### config.mk
export PLATFORM = sky130hd
export DESIGN_NAME = msx_ppi_io_responder_flat
export DESIGN_NICKNAME = d
export VERILOG_FILES = /design/src/rtl/msx_ppi_io_responder_pkg.sv /design/src/rtl/msx_ppi_io_responder_if.sv /design/src/rtl/msx_ppi_io_responder_sync2.sv /design/src/rtl/msx_ppi_io_responder.sv /design/src/flat_wrapper.sv
export SDC_FILE = /design/constraint.sdc
export NUM_CORES = 1
export LEC_CHECK = 0
export BUFFER_PORTS_ARGS = -buffer_cell sky130_fd_sc_hd__buf_2
export CORE_MARGIN = 4
export CORE_UTILIZATION = 30
export CTS_CLUSTER_SIZE = 16
export DETAILED_ROUTE_END_ITERATION = 12
export PLACE_DENSITY = 0.57
export RECOVER_POWER = 100
export SLEW_MARGIN = 25
export SYNTH_ARGS = -nofsm -noshare
export SYNTH_HDL_FRONTEND = slang
export SYNTH_SLANG_ARGS = --single-unit
### constraint.sdc
create_clock -name clk -period 5.02 [get_ports clk]
set_clock_uncertainty 0.15 [all_clocks]
set_input_delay 0.502 -clock clk [delete_from_list [all_inputs] [get_ports clk]]
set_output_delay 0.502 -clock clk [all_outputs]
set_load 0.01 [all_outputs]
### src/rtl/msx_ppi_io_responder_pkg.sv
// Shared definitions for the MSX Z80 I/O responder (8255-lite on ports A8h-ABh).
// Contents: port address constants, FSM state type, reset values and the
// port C bit set/reset / mode-word helper.
package msx_io_pkg;

  localparam logic [7:0] PORT_SLOT = 8'hA8;
  localparam logic [7:0] PORT_KBD  = 8'hA9;
  localparam logic [7:0] PORT_C    = 8'hAA;
  localparam logic [7:0] PORT_CTRL = 8'hAB;

  // A[7:2] shared by all four PPI ports
  localparam logic [5:0] PORT_BASE = 6'b101010;

  typedef enum logic [1:0] {
    ST_IDLE   = 2'd0,
    ST_WAIT   = 2'd1,
    ST_ACCESS = 2'd2,
    ST_HOLD   = 2'd3
  } state_t;

  localparam logic [7:0] RST_SLOT_SEL = 8'h00;
  localparam logic [7:0] RST_PORT_C   = 8'h00;
  localparam logic [7:0] RST_D_OUT    = 8'h00;
  localparam logic       RST_D_OE     = 1'b0;
  localparam logic       RST_WAIT_N   = 1'b1;
  localparam logic [7:0] RST_CNT      = 8'h00;

  // Control-port write: bit 7 set is a mode word (clears port C),
  // otherwise bits 3:1 select the port C bit and bit 0 is its new value.
  function automatic logic [7:0] port_c_ctrl(input logic [7:0] cur, input logic [7:0] ctl);
    logic [7:0] nxt;
    nxt = cur;
    case (ctl[7])
      1'b1:    nxt = RST_PORT_C;
      1'b0:    nxt[ctl[3:1]] = ctl[0];
      default: nxt = cur;
    endcase
    return nxt;
  endfunction

endpackage

### src/rtl/msx_ppi_io_responder_if.sv
// Z80 I/O bus bundle between the bus glue (master) and the responder (slave).
// a/d_in/strobes come from the CPU side; d_out/d_oe/wait_n are driven back.
interface msx_ppi_io_responder_if;
  logic [7:0] a;
  logic [7:0] d_in;
  logic [7:0] d_out;
  logic       d_oe;
  logic       iorq_n;
  logic       rd_n;
  logic       wr_n;
  logic       m1_n;
  logic       wait_n;

  modport master (
    output a, d_in, iorq_n, rd_n, wr_n, m1_n,
    input  d_out, d_oe, wait_n
  );

  modport slave (
    input  a, d_in, iorq_n, rd_n, wr_n, m1_n,
    output d_out, d_oe, wait_n
  );
endinterface

### src/rtl/msx_ppi_io_responder_sync2.sv
// Two-flop synchronizer for one active-low Z80 strobe.
// Ports: clk, rst (async, active-high), async_in (raw strobe),
// sync_out (synchronized strobe, resets to 1 = inactive).
module msx_sync2 (
  input  logic clk,
  input  logic rst,
  input  logic async_in,
  output logic sync_out
);

  logic meta_r;
  logic sync_r;

  // Two-stage capture; reset to the inactive (high) level
  always_ff @(posedge clk or posedge rst) begin
    if (rst) begin
      meta_r <= 1'b1;
      sync_r <= 1'b1;
    end else begin
      meta_r <= async_in;
      sync_r <= meta_r;
    end
  end

  assign sync_out = sync_r;

endmodule

### src/rtl/msx_ppi_io_responder.sv
// Z80 I/O responder for ports A8h-ABh: primary slot register, keyboard column
// readback, port C outputs and port C bit set/reset, with a deterministic
// WAIT_n stretch of WAIT_CYCLES clk per answered cycle.
// Ports: clk, rst (async, active-high), bus (slave side of the Z80 I/O bus),
// slot_sel (A8h register), port_c (AAh outputs), kbd_col (read on A9h).
// Parameter WAIT_CYCLES: clk cycles wait_n is held low (0 = no wait, max 256).
module msx_ppi_io_responder
  import msx_io_pkg::*;
#(
  parameter int WAIT_CYCLES = 2
) (
  input  logic                   clk,
  input  logic                   rst,
  msx_ppi_io_responder_if.slave  bus,
  output logic [7:0]             slot_sel,
  output logic [7:0]             port_c,
  input  logic [7:0]             kbd_col
);

  localparam bit         NO_WAIT   = (WAIT_CYCLES == 0);
  localparam logic [7:0] WAIT_LOAD = (WAIT_CYCLES > 0) ? 8'(WAIT_CYCLES - 1) : 8'd0;

  logic       iorq_s;
  logic       rd_s;
  logic       wr_s;
  logic       m1_s;
  logic       req_s;

  state_t     state_r;
  logic [7:0] cnt_r;
  logic       wr_cyc_r;
  logic [7:0] slot_sel_r;
  logic [7:0] port_c_r;
  logic [7:0] d_out_r;
  logic       d_oe_r;
  logic       wait_n_r;

  msx_sync2 u_sync_iorq (.clk(clk), .rst(rst), .async_in(bus.iorq_n), .sync_out(iorq_s));
  msx_sync2 u_sync_rd   (.clk(clk), .rst(rst), .async_in(bus.rd_n),   .sync_out(rd_s));
  msx_sync2 u_sync_wr   (.clk(clk), .rst(rst), .async_in(bus.wr_n),   .sync_out(wr_s));
  msx_sync2 u_sync_m1   (.clk(clk), .rst(rst), .async_in(bus.m1_n),   .sync_out(m1_s));

  // Request decode: I/O cycle (not interrupt acknowledge), exactly one of RD/WR, our port block
  always_comb begin
    req_s = 1'b0;
    if (!iorq_s && m1_s && (rd_s ^ wr_s) && (bus.a[7:2] == PORT_BASE)) begin
      req_s = 1'b1;
    end else begin
      req_s = 1'b0;
    end
  end

  // Bus-cycle FSM with all registers and registered bus outputs
  always_ff @(posedge clk or posedge rst) begin
    if (rst) begin
      state_r    <= ST_IDLE;
      cnt_r      <= RST_CNT;
      wr_cyc_r   <= 1'b0;
      slot_sel_r <= RST_SLOT_SEL;
      port_c_r   <= RST_PORT_C;
      d_out_r    <= RST_D_OUT;
      d_oe_r     <= RST_D_OE;
      wait_n_r   <= RST_WAIT_N;
    end else begin
      case (state_r)
        ST_IDLE: begin
          d_oe_r   <= 1'b0;
          wait_n_r <= 1'b1;
          if (req_s) begin
            // direction is latched here; ACCESS does not re-decode the strobes
            wr_cyc_r <= ~wr_s;
            if (NO_WAIT) begin
              state_r <= ST_ACCESS;
            end else begin
              state_r  <= ST_WAIT;
              wait_n_r <= 1'b0;
              cnt_r    <= WAIT_LOAD;
            end
          end
        end

        ST_WAIT: begin
          // an IORQ release takes priority over finishing the count
          if (iorq_s) begin
            state_r  <= ST_IDLE;
            wait_n_r <= 1'b1;
            cnt_r    <= RST_CNT;
          end else if (cnt_r == 8'd0) begin
            state_r  <= ST_ACCESS;
            wait_n_r <= 1'b1;
          end else begin
            cnt_r <= cnt_r - 8'd1;
          end
        end

        ST_ACCESS: begin
          state_r <= ST_HOLD;
          if (wr_cyc_r) begin
            case (bus.a)
              PORT_SLOT: slot_sel_r <= bus.d_in;
              PORT_C:    port_c_r   <= bus.d_in;
              PORT_CTRL: port_c_r   <= port_c_ctrl(port_c_r, bus.d_in);
              default:   ; // A9h write is ignored
            endcase
          end else begin
            d_oe_r <= 1'b1;
            case (bus.a)
              PORT_SLOT: d_out_r <= slot_sel_r;
              PORT_KBD:  d_out_r <= kbd_col;
              PORT_C:    d_out_r <= port_c_r;
              default:   d_out_r <= 8'hFF;
            endcase
          end
        end

        ST_HOLD: begin
          // one response per bus cycle: wait for IORQ to go away
          if (iorq_s) begin
            state_r <= ST_IDLE;
            d_oe_r  <= 1'b0;
          end
        end

        default: begin
          state_r  <= ST_IDLE;
          d_oe_r   <= 1'b0;
          wait_n_r <= 1'b1;
        end
      endcase
    end
  end

  assign slot_sel   = slot_sel_r;
  assign port_c     = port_c_r;
  assign bus.d_out  = d_out_r;
  assign bus.d_oe   = d_oe_r;
  assign bus.wait_n = wait_n_r;

endmodule

### src/flat_wrapper.sv
// flat-port wrapper written by rule: the top's interface ports become plain ports
module msx_ppi_io_responder_flat import msx_io_pkg::*;
#(
  parameter int WAIT_CYCLES = 2
)
  (clk, rst, slot_sel, port_c, kbd_col, bus_a, bus_d_in, bus_iorq_n, bus_rd_n, bus_wr_n, bus_m1_n, bus_d_out, bus_d_oe, bus_wait_n);
  msx_ppi_io_responder_if bus_i ();
  input  logic clk;
  input  logic rst;
  output logic [7:0] slot_sel;
  output logic [7:0] port_c;
  input  logic [7:0] kbd_col;
  input wire logic [$bits(bus_i.a)-1:0] bus_a;
  input wire logic [$bits(bus_i.d_in)-1:0] bus_d_in;
  input wire logic [$bits(bus_i.iorq_n)-1:0] bus_iorq_n;
  input wire logic [$bits(bus_i.rd_n)-1:0] bus_rd_n;
  input wire logic [$bits(bus_i.wr_n)-1:0] bus_wr_n;
  input wire logic [$bits(bus_i.m1_n)-1:0] bus_m1_n;
  output wire logic [$bits(bus_i.d_out)-1:0] bus_d_out;
  output wire logic [$bits(bus_i.d_oe)-1:0] bus_d_oe;
  output wire logic [$bits(bus_i.wait_n)-1:0] bus_wait_n;
  assign bus_i.a = bus_a;
  assign bus_i.d_in = bus_d_in;
  assign bus_i.iorq_n = bus_iorq_n;
  assign bus_i.rd_n = bus_rd_n;
  assign bus_i.wr_n = bus_wr_n;
  assign bus_i.m1_n = bus_m1_n;
  assign bus_d_out = bus_i.d_out;
  assign bus_d_oe = bus_i.d_oe;
  assign bus_wait_n = bus_i.wait_n;
  msx_ppi_io_responder #(.WAIT_CYCLES(WAIT_CYCLES)) u_core (.clk(clk), .rst(rst), .bus(bus_i), .slot_sel(slot_sel), .port_c(port_c), .kbd_col(kbd_col));
endmodule
==> metrics <==
syn nets=258; Post-CTS Resized=0; Mean Syn Cell Area=10.2 µm²; setup TNS=0 ns; hold violation count in the final report=0; type of the most critical hold path=primary input to flop; EDFF count, synth=0; H-tree levels=2; Max IR drop VDD=0.000128 V; FF+latch count, synth=45; CTS max path bufs=2; async set-reset flop share out of synthesis=100%; std cell rows=31; starting density of the core=31.4%; Post-synth top flop=dfrtp_1; final setup fails=0; Critical Path End Type=async pin; 1st-iter DRT viols=122; worst-margin pin slew=2.39 ns; # diodes=0; Reg clk slew, reported paths=0.08 ns; Cell variety after synth=49; Total GRT Usage=13.3%; largest area contributor in the netlist=dfrtp_1; drt first pass iters=4; CTS tree=built; violated checks=capacitance limit, slew limit; Die Width=95.8 µm; CTS root buffer=clkbuf_8; gpl congestion=0.759; Max Transition Viols Final=46; # DRC=0; worst-path maximum fanout=45; total die area=9190 µm²; family with the most delay on the worst path=buffers and inverters; Antenna Nets Post-Route=0; die height=95.8 µm; Util after Layout=36.4%; Max stage delay on crit path=1.69 ns; Slew headroom=-59.6%; Leakage=1.16 nW; Final #Nets=310; # clock sinks=45; Syn Inst Count=226; CP Buf/Inv Count=3; vias in the first global route=1,866; Critical Path AT=2.36 ns; required time worst endpoint=4.77 ns; drt total wl=5660 µm; Clk Latency, worst-skew pair=0.29 ns; gr ovfl total=0; max_cap viols=1; placed wire-length estimate=4150 µm; core area=7370 µm²; area share of the largest cell type after synthesis=38.9%; FMAX=384 MHz; initial antenna violation count=0; Tmin final=2.60 ns; most common library cells after synthesis=dfrtp_1, nor2_1, a21oi_1; Wirelength per Cell=15.0 µm; status=finished, violations left; Setup Fix Bufs, Post-CTS=0; via density per instance=4.98; port bufs=55; post-layout total power=0.959 mW; first-pass GRT wire length=9520 µm; critical path startpoint category=primary input; largest net degree at the start of global routing=46; area grow syn2layout=15.8%; post-synthesis sequential area ratio=49.1%; most frequent cell after synthesis=dfrtp_1; Pwr Density=358 nW/µm²; slowest stage cell, crit path=clkbuf_1; Num CTS Buffers=5; vias=1,882; Synth area leaders=dfrtp_1, dfstp_2, mux2_4; worst-path cell chain=buf_2 > clkinv_1 > clkbuf_1; RSZ-0062 raised after global routing=no; cts hold-fix bufs=0; share of post-route cells with drive strength above 1=19.7%; Crit Path Class=primary input to async pin; synthesized cell area=2310 µm²; I/O pin total=56; period utilisation layout=51.8%; Warnings, synthesis=0
## power by group
| group | internal (mW) | switching, mW | leakage, nW |
|---|---|---|---|
| registers | 0.412 | 0.0510 | 0.541 |
| clock network | 0.0986 | 0.119 | 0.0385 |
| logic | 0.110 | 0.168 | 0.577 |
| total | 0.621 | 0.338 | 1.16 |
## flip-flops by register name, indices dropped and copies added, names as in the netlist, 8 cells and up, named ones only
| register | count |
|---|---|
| u_core.slot_sel | 8 |
| u_core.port_c | 8 |
| u_core.bus.d_out | 8 |
| u_core.cnt_r | 8 |
## placed cells by master (no fill, tap or decap), types with 3 or more instances in the layout
master and count:
inv_1 10, nor3b_1 3, a31oi_1 4, dfrtp_1 36
nand2b_1 3, nand3_1 4, o21ai_0 14, dfstp_2 9
o31ai_1 4, nand4_1 3, nor2_1 19, buf_2 28
o22ai_1 11, a21oi_1 17, nor2b_1 5, nand3b_1 5
nand2_1 10, mux2_2 8, clkbuf_1 30, nor3_1 6
clkbuf_8 5, mux2_1 9
## worst register-to-register path, stage by stage (launching register included)
cell and delay (ns):
dfrtp_1 0.49, nand3b_1 0.24, nor3_1 0.73, o21ai_0 0.23
mux2_1 0.36
## per-layer routing
metal,GRT usage (%),vias up,part of all wire [%]
li1,-,929,-
met1,19.5,912,49
met2,19.8,39,45
met3,3.05,2,4.9
met4,2.84,0,0.48
met5,0,-,0
## path summary, 6_finish.rpt
path                                               from                        end  slack (ns)  depth (start not counted)
worst max register to register        u_core.state_r[0]           u_core.port_c[5]        2.71                          4
min in group asynchronous                           rst         u_core.slot_sel[0]        0.93                          3
worst max-delay path                                rst            u_core.cnt_r[2]        2.42                          3
worst min-delay path                         bus_iorq_n  u_core.u_sync_iorq.meta_r        0.15                          1
worst min register to register  u_core.u_sync_wr.meta_r  u_core.u_sync_wr.sync_out        0.21                          0
max in group clk                               bus_a[1]           u_core.port_c[5]        2.46                          5
## per-stage QoR
stage	setup slack, ns	std cells	area (µm²)	hold WS [ns]
finish	2.42	378	2680	0.149
global route	1.83	378	2680	0.126
CTS	2.99	378	2750	0.132
detailed placement	2.74	370	2670	0.198
global placement	2.76	370	2670	0.196
floorplan	2.96	226	2310	0.195
## final cells by class
type,instances,area (µm²)
clock inverter,1,7.51
fill,800,4690
multi-input combinational,159,1050
inverter,11,41.3
timing repair buffer,56,245
tap,99,124
sequential,45,1140
clock buffer,7,76.3
## kinds of logic after synthesis
group / Yosys count / share of synthesized area [%]
simple gates: 70 / 16.8
buf+inv: 22 / 4.00
mux: 20 / 10.9
flops: 45 / 49.1
xor+xnor: 1 / 0.378
compound gates: 66 / 17.7
fa+ha+maj: 2 / 1.08
Power figures use the tool's default switching activity.
